<file path="config.mk">
export PLATFORM = sky130hd
export DESIGN_NAME = video_packer
export DESIGN_NICKNAME = d
export VERILOG_FILES = /design/src/rtl/video_pack_pkg.sv /design/src/rtl/video_geom_counter.sv /design/src/rtl/video_packer.sv
export SDC_FILE = /design/constraint.sdc
export NUM_CORES = 1
export LEC_CHECK = 0
export CORE_MARGIN = 1
export CORE_UTILIZATION = 40
export DETAILED_ROUTE_END_ITERATION = 16
export PLACE_DENSITY_LB_ADDON = 0.25
export SLEW_MARGIN = 25
export SYNTH_ARGS = -nofsm -noshare
export SYNTH_HDL_FRONTEND = slang
export SYNTH_SLANG_ARGS = --single-unit
</file>
<file path="constraint.sdc">
create_clock -name clk -period 2.55 [get_ports clk]
set_input_delay 0.3825 -clock clk [delete_from_list [all_inputs] [get_ports clk]]
set_output_delay 0.3825 -clock clk [all_outputs]
set_load 0.02 [all_outputs]
</file>
<file path="src/rtl/video_pack_pkg.sv">
// rtl/video_pack_pkg.sv - FSM states, pack layout helpers and colour-bar table for video_packer
package video_pack_pkg;

    typedef enum logic [1:0] {
        WAIT_VS = 2'd0,
        VBLANK  = 2'd1,
        ACTIVE  = 2'd2,
        HBLANK  = 2'd3
    } vp_state_t;

    localparam int COLOR_W = 8;
    localparam int RGB_W   = 3 * COLOR_W;
    localparam int FLAG_W  = 4;

    // Pack is {vs,hs,de,sof,rgb,x,y}; offsets depend on the geometry-derived coordinate widths.
    function automatic int pack_size(input int x_w, input int y_w);
        return RGB_W + FLAG_W + x_w + y_w;
    endfunction

    function automatic int off_x(input int y_w);
        return y_w;
    endfunction

    function automatic int off_rgb(input int x_w, input int y_w);
        return x_w + y_w;
    endfunction

    function automatic int off_flags(input int x_w, input int y_w);
        return x_w + y_w + RGB_W;
    endfunction

    // Index 0 is the leftmost bar.
    localparam logic [7:0][RGB_W-1:0] BAR_TABLE = {
        24'h000000,  // black
        24'h0000FF,  // blue
        24'hFF0000,  // red
        24'hFF00FF,  // magenta
        24'h00FF00,  // green
        24'h00FFFF,  // cyan
        24'hFFFF00,  // yellow
        24'hFFFFFF   // white
    };

endpackage

</file>
<file path="src/rtl/video_geom_counter.sv">
// rtl/video_geom_counter.sv - pixel coordinates, raw line length and line/frame geometry checks
module video_geom_counter
    import video_pack_pkg::*;
#(
    parameter int H_ACT = 1280,
    parameter int V_ACT = 720,
    parameter int X_W   = $clog2(H_ACT),
    parameter int Y_W   = $clog2(V_ACT)
) (
    input  logic           clk,
    input  logic           rstn,
    input  logic           i_de,
    input  logic           i_de_rise,
    input  logic           i_line_end,
    input  logic           i_vs_edge,
    input  logic           i_in_active,
    input  logic           i_in_wait,
    output logic [X_W-1:0] o_x,
    output logic [Y_W-1:0] o_y,
    output logic           o_line_err,
    output logic           o_frame_ok,
    output logic [7:0]     o_frame_cnt
);

    localparam int RAW_W  = X_W + 1;
    localparam int LCNT_W = Y_W + 1;
    localparam logic [X_W-1:0] X_MAX = X_W'(H_ACT - 1);
    localparam logic [Y_W-1:0] Y_MAX = Y_W'(V_ACT - 1);

    logic [X_W-1:0]    r_x;
    logic [Y_W-1:0]    r_y;
    logic [RAW_W-1:0]  r_raw;
    logic [LCNT_W-1:0] r_line_cnt;
    logic              r_bad_frame;
    logic              r_line_err;
    logic              r_frame_ok;
    logic [7:0]        r_frame_cnt;
    logic [X_W-1:0]    w_x;
    logic              w_raw_bad;

    always_comb begin
        w_x = '0;
        if (i_de && !i_de_rise) begin
            w_x = (r_x == X_MAX) ? r_x : r_x + X_W'(1);
        end
    end

    assign w_raw_bad = (r_raw != RAW_W'(H_ACT));

    // The truncated line of a vs edge in ACTIVE never reaches i_line_end, so it cannot pulse.
    always_ff @(posedge clk or negedge rstn) begin
        if (!rstn) begin
            r_x         <= '0;
            r_y         <= '0;
            r_raw       <= '0;
            r_line_cnt  <= '0;
            r_bad_frame <= 1'b0;
            r_line_err  <= 1'b0;
            r_frame_ok  <= 1'b0;
            r_frame_cnt <= '0;
        end else begin
            r_x        <= w_x;
            r_line_err <= 1'b0;
            if (i_de_rise) begin
                r_raw <= RAW_W'(1);
            end else if (i_de) begin
                r_raw <= r_raw + RAW_W'(1);
            end
            if (i_vs_edge) begin
                r_frame_ok  <= !r_bad_frame && (r_line_cnt == LCNT_W'(V_ACT))
                               && !i_in_active && !i_in_wait;
                r_bad_frame <= 1'b0;
                r_line_cnt  <= '0;
                r_y         <= '0;
                if (!i_in_wait) begin
                    r_frame_cnt <= r_frame_cnt + 8'd1;
                end
            end else if (i_line_end) begin
                r_line_cnt <= r_line_cnt + LCNT_W'(1);
                r_y        <= (r_y == Y_MAX) ? r_y : r_y + Y_W'(1);
                if (w_raw_bad) begin
                    r_line_err  <= 1'b1;
                    r_bad_frame <= 1'b1;
                end
            end
        end
    end

    assign o_x         = w_x;
    assign o_y         = i_vs_edge ? '0 : r_y;
    assign o_line_err  = r_line_err;
    assign o_frame_ok  = r_frame_ok;
    assign o_frame_cnt = r_frame_cnt;

endmodule

</file>
<file path="src/rtl/video_packer.sv">
// rtl/video_packer.sv - sync/DE/RGB888 to pixel pack front end; VIDEO_PACKER_PATTERN_EN adds colour bars
module video_packer
    import video_pack_pkg::*;
#(
    parameter int   H_ACT     = 1280,
    parameter int   V_ACT     = 720,
    parameter logic VS_POL    = 1'b1,
    localparam int  X_W       = $clog2(H_ACT),
    localparam int  Y_W       = $clog2(V_ACT),
    localparam int  PACK_SIZE = 3*8 + 4 + $clog2(H_ACT) + $clog2(V_ACT)
) (
    input  logic                 clk,
    input  logic                 rstn,
    input  logic                 i_vsync,
    input  logic                 i_hsync,
    input  logic                 i_de,
    input  logic [7:0]           i_r,
    input  logic [7:0]           i_g,
    input  logic [7:0]           i_b,
`ifdef VIDEO_PACKER_PATTERN_EN
    input  logic                 i_pattern,
`endif
    output logic [PACK_SIZE-1:0] o_pack,
    output logic                 o_frame_ok,
    output logic                 o_line_err,
    output logic [7:0]           o_frame_cnt
);

    localparam int OFF_X     = off_x(Y_W);
    localparam int OFF_RGB   = off_rgb(X_W, Y_W);
    localparam int OFF_FLAGS = off_flags(X_W, Y_W);

    logic                 r_vs_prev;
    logic                 r_de_prev;
    vp_state_t            r_state;
    vp_state_t            w_state_nxt;
    logic                 w_vs_edge;
    logic                 w_de_rise;
    logic                 w_de_fall;
    logic                 w_line_end;
    logic                 w_sof;
    logic                 w_in_wait;
    logic                 w_in_active;
    logic                 w_de_out;
    logic [X_W-1:0]       w_x;
    logic [Y_W-1:0]       w_y;
    logic [X_W-1:0]       w_x_out;
    logic [Y_W-1:0]       w_y_out;
    logic [RGB_W-1:0]     w_rgb;
    logic [PACK_SIZE-1:0] w_pack;
    logic [PACK_SIZE-1:0] r_pack;

    assign w_vs_edge   = (i_vsync == VS_POL) && (r_vs_prev != VS_POL);
    assign w_de_rise   = i_de && !r_de_prev;
    assign w_de_fall   = !i_de && r_de_prev;
    assign w_in_wait   = (r_state == WAIT_VS);
    assign w_in_active = (r_state == ACTIVE);
    assign w_line_end  = w_in_active && w_de_fall && !w_vs_edge;
    assign w_sof       = (r_state == VBLANK) && w_de_rise && !w_vs_edge;

    // Previous vsync resets to the active level so a vsync held active through reset is not an edge.
    always_ff @(posedge clk or negedge rstn) begin
        if (!rstn) begin
            r_vs_prev <= VS_POL;
            r_de_prev <= 1'b0;
            r_state   <= WAIT_VS;
        end else begin
            r_vs_prev <= i_vsync;
            r_de_prev <= i_de;
            r_state   <= w_state_nxt;
        end
    end

    always_comb begin
        w_state_nxt = r_state;
        case (r_state)
            WAIT_VS: if (w_vs_edge) w_state_nxt = VBLANK;
            VBLANK:  if (!w_vs_edge && w_de_rise) w_state_nxt = ACTIVE;
            ACTIVE:  if (w_vs_edge) w_state_nxt = VBLANK;
                     else if (w_de_fall) w_state_nxt = HBLANK;
            HBLANK:  if (w_vs_edge) w_state_nxt = VBLANK;
                     else if (w_de_rise) w_state_nxt = ACTIVE;
            default: w_state_nxt = WAIT_VS;
        endcase
    end

    video_geom_counter #(
        .H_ACT (H_ACT),
        .V_ACT (V_ACT),
        .X_W   (X_W),
        .Y_W   (Y_W)
    ) u_geom (
        .clk         (clk),
        .rstn        (rstn),
        .i_de        (i_de),
        .i_de_rise   (w_de_rise),
        .i_line_end  (w_line_end),
        .i_vs_edge   (w_vs_edge),
        .i_in_active (w_in_active),
        .i_in_wait   (w_in_wait),
        .o_x         (w_x),
        .o_y         (w_y),
        .o_line_err  (o_line_err),
        .o_frame_ok  (o_frame_ok),
        .o_frame_cnt (o_frame_cnt)
    );

    assign w_de_out = i_de && !w_in_wait;
    assign w_x_out  = w_in_wait ? '0 : w_x;
    assign w_y_out  = w_in_wait ? '0 : w_y;

`ifdef VIDEO_PACKER_PATTERN_EN
    logic r_pat_en;

    // Latched only on the vs edge so a frame is never split between camera and bars.
    always_ff @(posedge clk or negedge rstn) begin
        if (!rstn) begin
            r_pat_en <= 1'b0;
        end else if (w_vs_edge) begin
            r_pat_en <= i_pattern;
        end
    end

    assign w_rgb = r_pat_en ? BAR_TABLE[w_x_out[X_W-1 -: 3]] : {i_r, i_g, i_b};
`else
    assign w_rgb = {i_r, i_g, i_b};
`endif

    always_comb begin
        w_pack                       = '0;
        w_pack[OFF_FLAGS + 3]        = i_vsync;
        w_pack[OFF_FLAGS + 2]        = i_hsync;
        w_pack[OFF_FLAGS + 1]        = w_de_out;
        w_pack[OFF_FLAGS]            = w_sof;
        w_pack[OFF_RGB +: RGB_W]     = w_rgb;
        w_pack[OFF_X +: X_W]         = w_x_out;
        w_pack[Y_W-1:0]              = w_y_out;
    end

    always_ff @(posedge clk or negedge rstn) begin
        if (!rstn) begin
            r_pack <= '0;
        end else begin
            r_pack <= w_pack;
        end
    end

    assign o_pack = r_pack;

endmodule

</file>
==> reports/results.ini <==
[timing]
min_period_ns=2.03
finalClockSkew_ns=0.0110
setup_slack_ns=0.517
drv_slew=0
maxSlewHeadroom=0.521
fin_crit_sh=0.797
hold_violations=0
tns_ns=0
fmax_mhz=492
setup_viol=0
worst_slew_pin_slew_ns=0.714
rsz0062_at_grt=no

[finish]
final_util=0.538
synthToLayoutAreaGrowth_pct=30.1
fillerInstances=882
drive_above_1_share=0.0654
nets=505
regArea_um2=2700
multi_input_area_um2=1490
antennaDiodeCount=0

[power]
p_per_area_nw_per_um2=608
pwr-share-seq=0.560
power_mw=3.37
p_comb_frac=0.137
p_int_mw=2.42
switching_share=0.283
p_sw_mw=0.954
p_clk_frac=0.303
irDropWorstVdd_uv=454
power.leakage_nw=2.39

[cts]
numCtsBuffers=9
postCtsSetupRepairBufs=0
clock_sinks=108
cts_tree=done
cts_max_path_buffers=2
clk_latency_ns=0.36
clk_pin_slew_ns=0.11
htreeDepth=3
ctsRootBufferMaster=clkbuf_8

[grt]
grt_pass1_vias=3017
antenna_found_initial=0
grt_max_degree=76
grt_pass1_wl_mm=14.3
grt.overflow.total=0
globalRouteTotalUtil=0.162

[die]
die_area_um2=11100
initial_core_util=0.413
die_w_um=105
core_area_um2=10300
rows=37
die_h_um=105
ios=88

[yosys]
postSynthAreaPerCell_um2=11.5
synth_cell_type_count=43
synth-edff-count=0
synth_cells=371
synth_top_cell_by_area=dfrtp_1
yosysSeqAreaShare=0.634
ys_top_cells_by_area=dfrtp_1 (63%), nor2_1 (3.7%), xnor2_1 (3.5%), nand2_1 (2.8%), xor2_1 (2.5%)
synth_nets=407
synth-seq-cells=108
synth_warnings=0
synth-async-reset-ratio=1.00
ys.flop_type=dfrtp_1
synth_area_um2=4260
synth_top_area_frac=0.628

[worst_setup_path]
reg2reg_to=u_geom.r_y[4]
r2r_cells=4
critPathLaunch=u_geom.r_y[4]
worst-setup-path-type=reg2reg
critPathCapture=u_geom.r_y[4]
crit_path_start_kind=flip-flop
crit_arrival_ns=2.33
rrSetupSlack_ns=0.52
critPathMaxFanout=12
rr_startpoint=u_geom.r_y[4]
cp-end-kind=flip-flop
required_ns=2.85

[detailed_routing]
wl_mm=8.26
drt_iter0_drc=159
detail-route-antenna-nets=0
drcViolationCount=0
drtPass1Iterations=4
vias=3106
vias_per_cell=5.09
wl_per_cell_um=13.5

[outcome]
status=complete, no violations

[placement]
pre_cts_ws_ns=0.269
post-dp-hpwl_mm=5.78
gp_congestion=0.798
portBuffers=87

[hold_path]
hp-class=in2reg
hold_depth=1

[run]
maxCapViolCount=0

-- metal layers --
metal | track usage | wire length [um] | up-vias
li1 | - | - | 1482
met1 | 0.227 | 3880 | 1525
met2 | 0.250 | 3840 | 93
met3 | 0.0377 | 460 | 6
met4 | 0.0523 | 73 | 0
met5 | 0 | 0 | -
-- worst min-delay path by stage --
stage / from / end / slack [ns]
3_3_place_gp: rstn / o_pack[13] / 0.36
5_1_grt: i_g[3] / o_pack[32] / 0.41
3_5_place_dp: rstn / o_pack[14] / 0.36
6_report: i_r[2] / o_pack[39] / 0.44
2_1_floorplan: rstn / o_pack[0] / 0.09
4_1_cts: i_b[7] / o_pack[28] / 0.42
-- cell usage in the layout, fill, tap and decap left out, types with 2 or more instances in the layout --
cell type	count
dfrtp_1	107
clkdlybuf4s50_1	86
a21oi_1	14
a21o_1	3
mux2i_1	3
nand3_1	15
nor4_1	4
and3_1	4
nor2b_1	3
clkinv_4	2
clkbuf_8	9
nor3_1	12
buf_4	7
o21ai_0	14
nand2b_1	2
nor4b_1	3
and2_1	12
xor2_1	12
nand2_1	32
ha_1	7
or3_1	7
xnor2_1	17
nor2_1	42
o31ai_1	4
clkinv_8	2
inv_8	2
a31oi_1	2
or4_1	3
inv_1	9
nand4_1	12
and4_1	4
-- flip-flops by register name, summed over array words and instances, names as in the netlist --
signal and cells:
u_geom.r_raw 12, u_geom.r_x 11, r_state 2, o_pack 49, u_geom.r_line_cnt 11, u_geom.o_line_err 1
u_geom.r_bad_frame 1, u_geom.o_frame_ok 1, u_geom.r_y 10, u_geom.o_frame_cnt 8, r_de_prev 1, r_vs_prev 1
-- Yosys cell counts (2+ instances only) --
cell / count
a21o_1: 3
a21oi_1: 14
a31oi_1: 2
and2_1: 12
and3_1: 4
and4_1: 4
clkbuf_1: 7
dfrtp_1: 107
ha_1: 7
inv_1: 9
mux2i_1: 3
nand2_1: 32
nand2b_1: 2
nand3_1: 15
nand4_1: 12
nor2_1: 42
nor2b_1: 3
nor3_1: 12
nor4_1: 4
nor4b_1: 3
o21ai_0: 14
o31ai_1: 4
or3_1: 7
or4_1: 3
xnor2_1: 17
xor2_1: 12
-- cell families after synthesis --
| family | synth area share |
|---|---|
| AO/OA/AOI/OAI | 0.0613 |
| XOR/XNOR | 0.0596 |
| multiplexers | 0.00968 |
| flip-flops | 0.634 |
| adder cells (fa/ha/maj) | 0.0205 |
| AND/OR/NAND/NOR | 0.199 |
| buffers and inverters | 0.0158 |
-- what timing repair did --
action	CTS	global route
hold buffers	1	0
gates resized for setup	0	0
hold endpoints to repair	32	0
-- power by group through the flow --
| stage | clock (mW) | sequential, mW | combinational, mW |
|---|---|---|---|
| after floorplan | 0 | 1.99 | 0.129 |
| final | 1.02 | 1.89 | 0.461 |
| after global routing | 1.15 | 1.90 | 0.503 |
| after CTS | 1.07 | 1.89 | 0.471 |
| after global placement | 0 | 1.92 | 0.460 |
| after detailed placement | 0 | 1.92 | 0.468 |
-- metrics by stage --
step	cell area (um2)	hold WS [ns]	cells
floorplan	4260	0.0869	371
detailed placement	5330	0.362	593
finish	5550	0.445	610
CTS	5550	0.422	610
global route	5550	0.408	610
global placement	5330	0.357	593
-- area by class of cell --
cell class                 instances  area share
tap                              136      0.0307
multi-input combinational        246       0.269
clock inverter                     7      0.0147
timing repair buffer              95       0.170
sequential                       108       0.487
inverter                           9     0.00609
clock buffer                       9      0.0223
-- worst max-delay path, stage by stage, from the launching register on --
cell     delay [ns]
dfrtp_1        0.46
or4b_1         0.56
o31ai_2        0.60
o21ai_0        0.20
a21oi_1        0.15
(Power assumes the default switching activity.)
